$ cat config.mk
export PLATFORM = sky130hd
export DESIGN_NAME = apb_rr_master
export DESIGN_NICKNAME = d
export VERILOG_FILES = /design/src/rtl/apb_rr_master.sv
export SDC_FILE = /design/constraint.sdc
export NUM_CORES = 1
export LEC_CHECK = 0
export CAP_MARGIN = 20
export CORE_UTILIZATION = 34
export DETAILED_ROUTE_END_ITERATION = 7
export GPL_TIMING_DRIVEN = 0
export PLACE_DENSITY = 0.83
export SLEW_MARGIN = 20
export SYNTH_ARGS = -nofsm -noshare
export SYNTH_HDL_FRONTEND = slang
export SYNTH_SLANG_ARGS = --single-unit
$ cat constraint.sdc
create_clock -name clk -period 2.5 [get_ports clk]
set_input_delay 0.5 -clock clk [delete_from_list [all_inputs] [get_ports clk]]
set_output_delay 0.5 -clock clk [all_outputs]
set_load 0.05 [all_outputs]
$ cat src/rtl/apb_rr_master.sv
// Round-robin APB master: arbitrates NUM_REQ single-command requesters onto one
// APB slave, sequences SETUP/ACCESS phases, bounds the wait on pready with an
// optional timeout, and returns a registered one-cycle response to the winner.
module apb_rr_master #(
  parameter int NUM_REQ    = 4,
  parameter int ADDR_WIDTH = 8,
  parameter int DATA_WIDTH = 32,
  parameter int TIMEOUT    = 16
) (
  input  logic                          clk,
  input  logic                          rst,
  input  logic [NUM_REQ-1:0]            req_valid,
  input  logic [NUM_REQ-1:0]            req_write,
  input  logic [NUM_REQ*ADDR_WIDTH-1:0] req_addr,
  input  logic [NUM_REQ*DATA_WIDTH-1:0] req_wdata,
  output logic [NUM_REQ-1:0]            req_ready,
  output logic [NUM_REQ-1:0]            rsp_valid,
  output logic [DATA_WIDTH-1:0]         rsp_rdata,
  output logic                          rsp_err,
  output logic                          psel,
  output logic                          penable,
  output logic [ADDR_WIDTH-1:0]         paddr,
  output logic                          pwrite,
  output logic [DATA_WIDTH-1:0]         pwdata,
  input  logic [DATA_WIDTH-1:0]         prdata,
  input  logic                          pready
);

  localparam int PTR_W = (NUM_REQ > 1) ? $clog2(NUM_REQ) : 1;
  localparam int TMR_W = (TIMEOUT > 0) ? $clog2(TIMEOUT + 1) : 1;

  typedef enum logic [1:0] {
    ST_IDLE,
    ST_SETUP,
    ST_ACCESS
  } state_e;

  state_e                  state_q, state_d;
  logic [PTR_W-1:0]        ptr_q, ptr_d;        // last winner, also owner of the transfer in flight
  logic [TMR_W-1:0]        timer_q, timer_d;
  logic [ADDR_WIDTH-1:0]   addr_q, addr_d;
  logic                    write_q, write_d;
  logic [DATA_WIDTH-1:0]   wdata_q, wdata_d;
  logic [NUM_REQ-1:0]      rsp_valid_q, rsp_valid_d;
  logic [DATA_WIDTH-1:0]   rsp_rdata_q, rsp_rdata_d;
  logic                    rsp_err_q, rsp_err_d;

  // Arbiter outputs and the command fields of the current winner.
  logic                    any_valid;
  logic [PTR_W-1:0]        win_idx;
  logic [ADDR_WIDTH-1:0]   win_addr;
  logic                    win_write;
  logic [DATA_WIDTH-1:0]   win_wdata;
  logic [NUM_REQ-1:0]      owner_oh;
  logic                    timed_out;

  // Round-robin search starting one past the last winner.
  always_comb begin : arbiter
    logic [PTR_W:0] cand_w;
    any_valid = 1'b0;
    win_idx   = ptr_q;
    cand_w    = '0;
    for (int off = 1; off <= NUM_REQ; off++) begin
      cand_w = {1'b0, ptr_q} + (PTR_W + 1)'(off);
      if (cand_w >= (PTR_W + 1)'(NUM_REQ)) begin
        cand_w = cand_w - (PTR_W + 1)'(NUM_REQ);
      end
      if (!any_valid && req_valid[cand_w[PTR_W-1:0]]) begin
        any_valid = 1'b1;
        win_idx   = cand_w[PTR_W-1:0];
      end
    end
  end

  // Select the winner's command fields from the flattened request buses.
  always_comb begin
    win_addr  = '0;
    win_write = 1'b0;
    win_wdata = '0;
    for (int i = 0; i < NUM_REQ; i++) begin
      if (win_idx == PTR_W'(i)) begin
        win_addr  = req_addr[i*ADDR_WIDTH +: ADDR_WIDTH];
        win_write = req_write[i];
        win_wdata = req_wdata[i*DATA_WIDTH +: DATA_WIDTH];
      end
    end
  end

  // One-hot owner and timeout detect for the transfer in flight.
  always_comb begin
    owner_oh  = NUM_REQ'(1) << ptr_q;
    timed_out = (TIMEOUT > 0) && (timer_q == TMR_W'(TIMEOUT - 1));
  end

  // Next-state, APB phase outputs, grant and response generation.
  // NOTE: every signal written here gets a default first, so no path can
  // leave it unassigned and infer a latch.
  always_comb begin
    state_d     = state_q;
    ptr_d       = ptr_q;
    timer_d     = timer_q;
    addr_d      = addr_q;
    write_d     = write_q;
    wdata_d     = wdata_q;
    rsp_valid_d = '0;
    rsp_rdata_d = '0;
    rsp_err_d   = 1'b0;
    req_ready   = '0;
    psel        = 1'b0;
    penable     = 1'b0;

    unique case (state_q)
      ST_IDLE: begin
        if (any_valid && !rst) begin
          req_ready[win_idx] = 1'b1;
          ptr_d   = win_idx;
          addr_d  = win_addr;
          write_d = win_write;
          wdata_d = win_wdata;
          timer_d = '0;
          state_d = ST_SETUP;
        end
      end

      ST_SETUP: begin
        psel    = 1'b1;
        state_d = ST_ACCESS;
      end

      ST_ACCESS: begin
        psel    = 1'b1;
        penable = 1'b1;
        // An X/Z pready fails this test and is treated as not ready.
        if (pready == 1'b1) begin
          rsp_valid_d = owner_oh;
          rsp_rdata_d = write_q ? '0 : prdata;
          if (any_valid && !rst) begin
            // Back-to-back: hand the bus to the next winner without an idle cycle.
            req_ready[win_idx] = 1'b1;
            ptr_d   = win_idx;
            addr_d  = win_addr;
            write_d = win_write;
            wdata_d = win_wdata;
            timer_d = '0;
            state_d = ST_SETUP;
          end else begin
            state_d = ST_IDLE;
          end
        end else if (timed_out) begin
          rsp_valid_d = owner_oh;
          rsp_err_d   = 1'b1;
          state_d     = ST_IDLE;
        end else begin
          timer_d = timer_q + TMR_W'(1);
        end
      end

      default: begin
        state_d = ST_IDLE;
      end
    endcase
  end

  // State, pointer, latched command and response registers.
  // NOTE: sequential state uses non-blocking assignments so every register
  // samples the pre-edge value of its neighbours regardless of statement order.
  always_ff @(posedge clk) begin
    if (rst) begin
      // NOTE: the command registers drive paddr/pwrite/pwdata directly, so they
      // are reset too; otherwise the APB outputs would not read 0 after reset.
      state_q     <= ST_IDLE;
      ptr_q       <= PTR_W'(NUM_REQ - 1);
      timer_q     <= '0;
      addr_q      <= '0;
      write_q     <= 1'b0;
      wdata_q     <= '0;
      rsp_valid_q <= '0;
      rsp_rdata_q <= '0;
      rsp_err_q   <= 1'b0;
    end else begin
      state_q     <= state_d;
      ptr_q       <= ptr_d;
      timer_q     <= timer_d;
      addr_q      <= addr_d;
      write_q     <= write_d;
      wdata_q     <= wdata_d;
      rsp_valid_q <= rsp_valid_d;
      rsp_rdata_q <= rsp_rdata_d;
      rsp_err_q   <= rsp_err_d;
    end
  end

  assign paddr     = addr_q;
  assign pwrite    = write_q;
  assign pwdata    = wdata_q;
  assign rsp_valid = rsp_valid_q;
  assign rsp_rdata = rsp_rdata_q;
  assign rsp_err   = rsp_err_q;

endmodule

# Word level (Yosys, flattened, before mapping)
# Index checks and enable logic that the tools add are counted.
# word_totals
input_bits	203
ff_bits	87
elab_cells	123
memories	0
ramBits	0
mem_bits_ro	0
latch_bits	0
output_inout_bits	84
# classes
n_eq_ne	10
add_sub_neg	9
reduce_logical	19
div	0
mux	63
n_lt_le_gt_ge	10
shifts	1
multipliers	0
bitwise_logic	2
# ops
operator	n
$mux W32	6
$pmux W32 S2	1
$mux W8	6
$mux W2	13
$mux W1	19
$mux W4	4
$pmux W8 S2	1
$lt A2 B3 Y1 const B	5
$mux W5	3
$ge A3 B3 Y1 const B	4
$pmux W5 S2	1
$bmux W1 S2	4
$pmux W4 S2	1
$sub A2 B1 Y2 const B	4
$add A2 B2 Y3 const B	2
$eq A2 B2 Y1 const B	3
$ne A3 B3 Y1 const B	2
$pmux W2 S3	1
$reduce_and A2 Y1	3
$add A5 B1 Y5 const B	1
$eq A5 B4 Y1 const B	1
$logic_and A1 B1 Y1	5
$eq A2 B1 Y1 const B	2
$logic_not A1 Y1	4
other kinds (14)	18

# Depth between registers and ports, before layout
# logic_depth
depth_word	23
mapped_depth	11
mapped_depth_nobuf	8

# Least setup slack after synthesis
# OpenSTA, ideal clock, no wires.
# synth_timing
kind	register to output
start	register ptr_q[0]
end	output port req_ready[0]
required_ns	2.000
arrival_time_ns	2.948
path_buffers	2
path_slack_ns	-0.948
path_stages_with_launch	9
cell_sequence	dfxtp_1 -> buf_4 -> inv_1 -> ha_1 -> mux2_4 -> o32ai_4 -> a21oi_2 -> buf_2 -> nor3_1
# synth_via
elab_chain_cells	22
elab_cells_between_ends	47
classes_between	add/sub: 8; order compare: 6; mux: 25; reduce/logical: 8
# synth_rtl
element	line	source
start, declared	39	logic [PTR_W-1:0] ptr_q, ptr_d;
start signal, assigned	172	ptr_q <= PTR_W'(NUM_REQ - 1);
start signal, assigned	182	ptr_q <= ptr_d;
$add A2 B1 Y3	64	cand_w = {1'b0, ptr_q} + (PTR_W + 1)'(off);
$ge A3 B3 Y1 or $sub A2 B1 Y2 (tied branches)	65, 66	
$mux W2	65	if (cand_w >= (PTR_W + 1)'(NUM_REQ)) begin
$bmux W1 S2	68	if (!any_valid && req_valid[cand_w[PTR_W-1:0]]) begin
$mux W1 (implied by the code)	68	
$mux W1	68	
$logic_not A1 Y1	68	
$logic_and A1 B1 Y1	68	
[... 6 more ...]	-	
$mux W2	68	
$lt A2 B3 Y1 (implied by the code) or $ge A2 B1 Y1 (tied branches)	115, 139	
$logic_and A1 B1 Y1 (implied by the code)	115, 139	
$mux W1 (implied by the code)	115, 139	
$demux W1 S2	115, 139	
$mux W4 *	114, 137	
$mux W4	134	if (pready == 1'b1) begin
$pmux W4 S2 *	112	unique case (state_q)
end, declared	16	output logic [NUM_REQ-1:0] req_ready,
# Every way passes the cells marked *; elsewhere a longest branch is shown, timed or not. The select of a mux whose other input is x is not followed.

# Worst setup path after layout
# layout_timing
start	register ptr_q[0]
end	output port req_ready[3]
# The elaborated chain is that of the path after synthesis.

==> reports/metrics.yaml <==
sta:
  worst_pin_slew_ns: 0.574
  timing.setup.tns_ns: -1.18
  min_period_ns: 2.84
  layout_setup_ws_ns: -0.336
  whs_ns: 0.485
  setup_viol: 4
  relSlewSlack_pct: 61.6
  drv_slew: 0
  rsz0062_at_grt: "yes"
  fin_crit_sh_pct: 113
  skew_ns: 0.00947
  finalHoldViolCount: 0
  max_freq_mhz: 353
die:
  io_pins: 287
  initial_utilization_pct: 35.4
  rows: 42
  fp.dieH_um: 120
  coreArea_um2: 13500
  die_width_um: 120
  die_area_um2: 14500
cells_and_area:
  final_layout_size_suffix_gt1_share_pct: 14.2
  antenna-diode-count: 0
  nFillCells: 1147
  stdcell_count: 1006
  register_area_um2: 1750
  final_nets: 1038
  syn_to_final_growth_pct: 77.4
  multi_input_area_um2: 2830
cts:
  cts_sinks: 87
  cts_made_buffers: 9
  htree_levels: 3
  clockBufferDepth: 2
  root_buffer: "clkbuf_16"
  hold_buffers: 0
  clk_pin_slew_ns: 0.07
  clock_insertion_delay_worst_skew_ns: 0.35
  cts_tree: "yes"
detailed_routing:
  ant_nets: 0
  drtPass1Iterations: 8
  wirelength_mm: 17.5
  wl_met2_mm: 8.75
  met3_length_mm: 1.36
  vias: 5289
  drc: 0
  m1WireLength_mm: 7.05
  top_layer: "met4"
  post_drt_wl_per_cell_um: 17.4
  drt_iter0_drc: 260
  vias_per_cell: 5.26
yosys:
  avgSynthCellArea_um2: 9.22
  synth_compound_area_share_pct: 27.0
  synth_xor_area_share_pct: 0
  async_flop_share_pct: 0
  synth_area_um2: 4760
  synth_flop_cell: "dfxtp_1"
  netlist_instances: 516
  synth_fa_ha_area_share_pct: 2.63
  synth.area.top_cells: "dfxtp_1 (37%), and2_1 (7.0%), mux2i_1 (6.9%)"
  yosysSeqAreaShare_pct: 36.6
  synth_seq_cells: 87
  ys_types: 49
  synth_largest_area_cell: "dfxtp_1"
  synth.area.mux_share_pct: 8.28
  synthSimpleGateAreaFrac_pct: 19.0
  synth_top_family_by_area: "compound AO/OA/AOI/OAI gates"
  synthesis.nets: 729
  yosysWarnings: 0
  synth_edf_count: 0
  yosysTopAreaCellShare_pct: 36.6
global_routing:
  grt_pass1_vias: 5210
  grt_overflow: 0
  grt_usage_pct: 23.9
  grt_max_degree: 18
  antenna_found_initial: 0
  grt_pass1_wl_mm: 26.8
critical_path:
  crit_type: "reg2out"
  r2r-end: "paddr[3]$_SDFFE_PP0P_"
  path_max_fanout: 3
  end_kind: "primary output"
  worstPathRequired_ns: 2.00
  crit_path_end: "req_ready[3]"
  startpoint: "ptr_q[0]$_SDFFE_PP1P_"
  critPathArrivalTime_ns: 2.34
  r2r-start: "ptr_q[0]$_SDFFE_PP1P_"
  slowest_stage: "dfxtp_4"
  r2r_cells: 11
  reg2reg_slack_ns: 0.04
  crit_chain: "buf_8, inv_8, ha_4, mux2_4, o32ai_4, a21o_1, buf_6, buf_8, nor3_4, buf_6"
  worst-path-stages: 10
  cp_num_buf_inv: 5
  slowest_delay_ns: 0.36
  startpoint_type: "flop"
  critPathTopFamily: "buffers and inverters"
placement:
  hpwl_mm: 13.1
  io_buffers: 284
  dp.cells: 976
  dpl_worst_slack_ns: -1.56
  gp_congestion: 0.858
status:
  violations: "negative setup slack"
  status: "complete, but fails checks"
min_path:
  min_from: "pwdata[13]$_SDFFE_PP0P_"
  min_path_type: "reg2reg"
power:
  power_density_nw_per_um2: 1070
  p_leak_nw: 3.21
  p_total_mw: 9.06
  ir_drop_mv: 0.762
run:
  drv_cap: 0
-- cell families after synthesis --
| family | after synthesis |
|---|---|
| compound gates | 165 |
| simple gates | 161 |
| flops | 87 |
| buf+inv | 56 |
| mux | 37 |
| fa+ha+maj | 10 |
-- per-stage QoR --
stage          util (%)  cell area [µm²]
2_1_floorplan         -             4850
3_3_place_gp       58.9             7920
5_1_grt            62.8             8440
3_5_place_dp       58.9             7920
4_1_cts            62.5             8400
6_report           62.8             8440
-- registers in the layout (all words and copies together) (netlist names) --
signal     count
paddr          8
ptr_q          2
pwdata        32
pwrite         1
rsp_err        1
rsp_rdata     32
rsp_valid      4
state_q        2
timer_q        5
-- Yosys cell counts (2+ instances only) --
| cell | number |
|---|---|
| dfxtp_1 | 87 |
| a2111o_1 | 16 |
| inv_1 | 6 |
| mux2i_1 | 33 |
| o21ai_0 | 46 |
| and2_1 | 53 |
| buf_2 | 22 |
| nor3b_1 | 5 |
| nand2_1 | 29 |
| a21oi_1 | 8 |
| ha_1 | 10 |
| clkbuf_1 | 11 |
| a31oi_1 | 17 |
| buf_4 | 8 |
| nand2b_1 | 3 |
| clkbuf_2 | 4 |
| o221a_2 | 16 |
| mux2_4 | 2 |
| nor3_1 | 6 |
| nand3_1 | 42 |
| buf_6 | 5 |
| or3_1 | 4 |
| o211ai_1 | 25 |
| nor2_1 | 9 |
| a211o_1 | 25 |
-- timing repair --
| action | in CTS | in global routing |
|---|---|---|
| gates resized for setup | 51 | 9 |
| setup buffers | 13 | 2 |
| cloned | 0 | 0 |
| setup endpoints to repair | 37 | 37 |
| pin swaps | 5 | 2 |
-- worst reg2reg max path, delay by kind of cell (launching register included) --
| family | cells | cell delay (ns) |
|---|---|---|
| adders and majority gates | 1 | 0.26 |
| and+or+nand+nor | 1 | 0.11 |
| buffers and inverters | 5 | 0.65 |
| DFF | 1 | 0.36 |
| muxes | 1 | 0.32 |
| AOI/OAI and AO/OA | 3 | 0.68 |
-- area by class of cell --
class                      count  area share [%]
clock buffer                   9            2.67
timing repair buffer         298            35.0
tap                          176            2.61
inverter                       6           0.385
multi-input combinational    373            33.5
buffer                        50            4.12
sequential                    87            20.7
clock inverter                 7           0.993
-- layout by cell type (no fill, tap or decap), types with 2 or more instances in the layout --
cell	count
dfxtp_1	85
inv_8	3
a31oi_1	17
dfxtp_4	2
clkdlybuf4s50_1	276
a211o_1	25
buf_2	16
nand2_1	29
clkbuf_16	9
buf_4	24
clkbuf_1	10
o221a_2	16
and2_1	53
nor3b_1	5
inv_6	3
nor2_1	9
mux2i_1	32
o21ai_0	46
ha_1	8
inv_1	4
ha_4	2
a2111o_1	16
buf_8	3
dlygate4sd2_1	3
clkbuf_2	4
buf_6	9
or3_1	4
nor3_4	5
mux2_4	2
o211ai_1	25
nand2b_1	3
a21oi_1	8
nand3_1	42
-- how the worst min path moves through the flow --
stage                                          to  slack [ns]  cells after the start
final                     pwdata[13]$_SDFFE_PP0P_        0.49                      2
after global placement    pwdata[27]$_SDFFE_PP0P_        0.46                      2
after CTS                 pwdata[27]$_SDFFE_PP0P_        0.48                      2
after detailed placement  pwdata[27]$_SDFFE_PP0P_        0.47                      2
after floorplan           timer_q[4]$_SDFFE_PP0P_        0.45                      2
after global routing      pwdata[14]$_SDFFE_PP0P_        0.51                      2
-- report_power, final --
part           switching [mW]  internal (mW)  total [mW]
Clock                   0.636          0.798        1.43
Combinational            3.31           2.29        5.60
Sequential              0.259           1.77        2.03
-- layer usage --
layer / up-vias / GRT usage [%]
met5: - / 0
met4: 0 / 9.80
met3: 24 / 5.38
met2: 258 / 41.3
met1: 2463 / 28.5
li1: 2544 / -
Power figures use the tool's default switching activity.
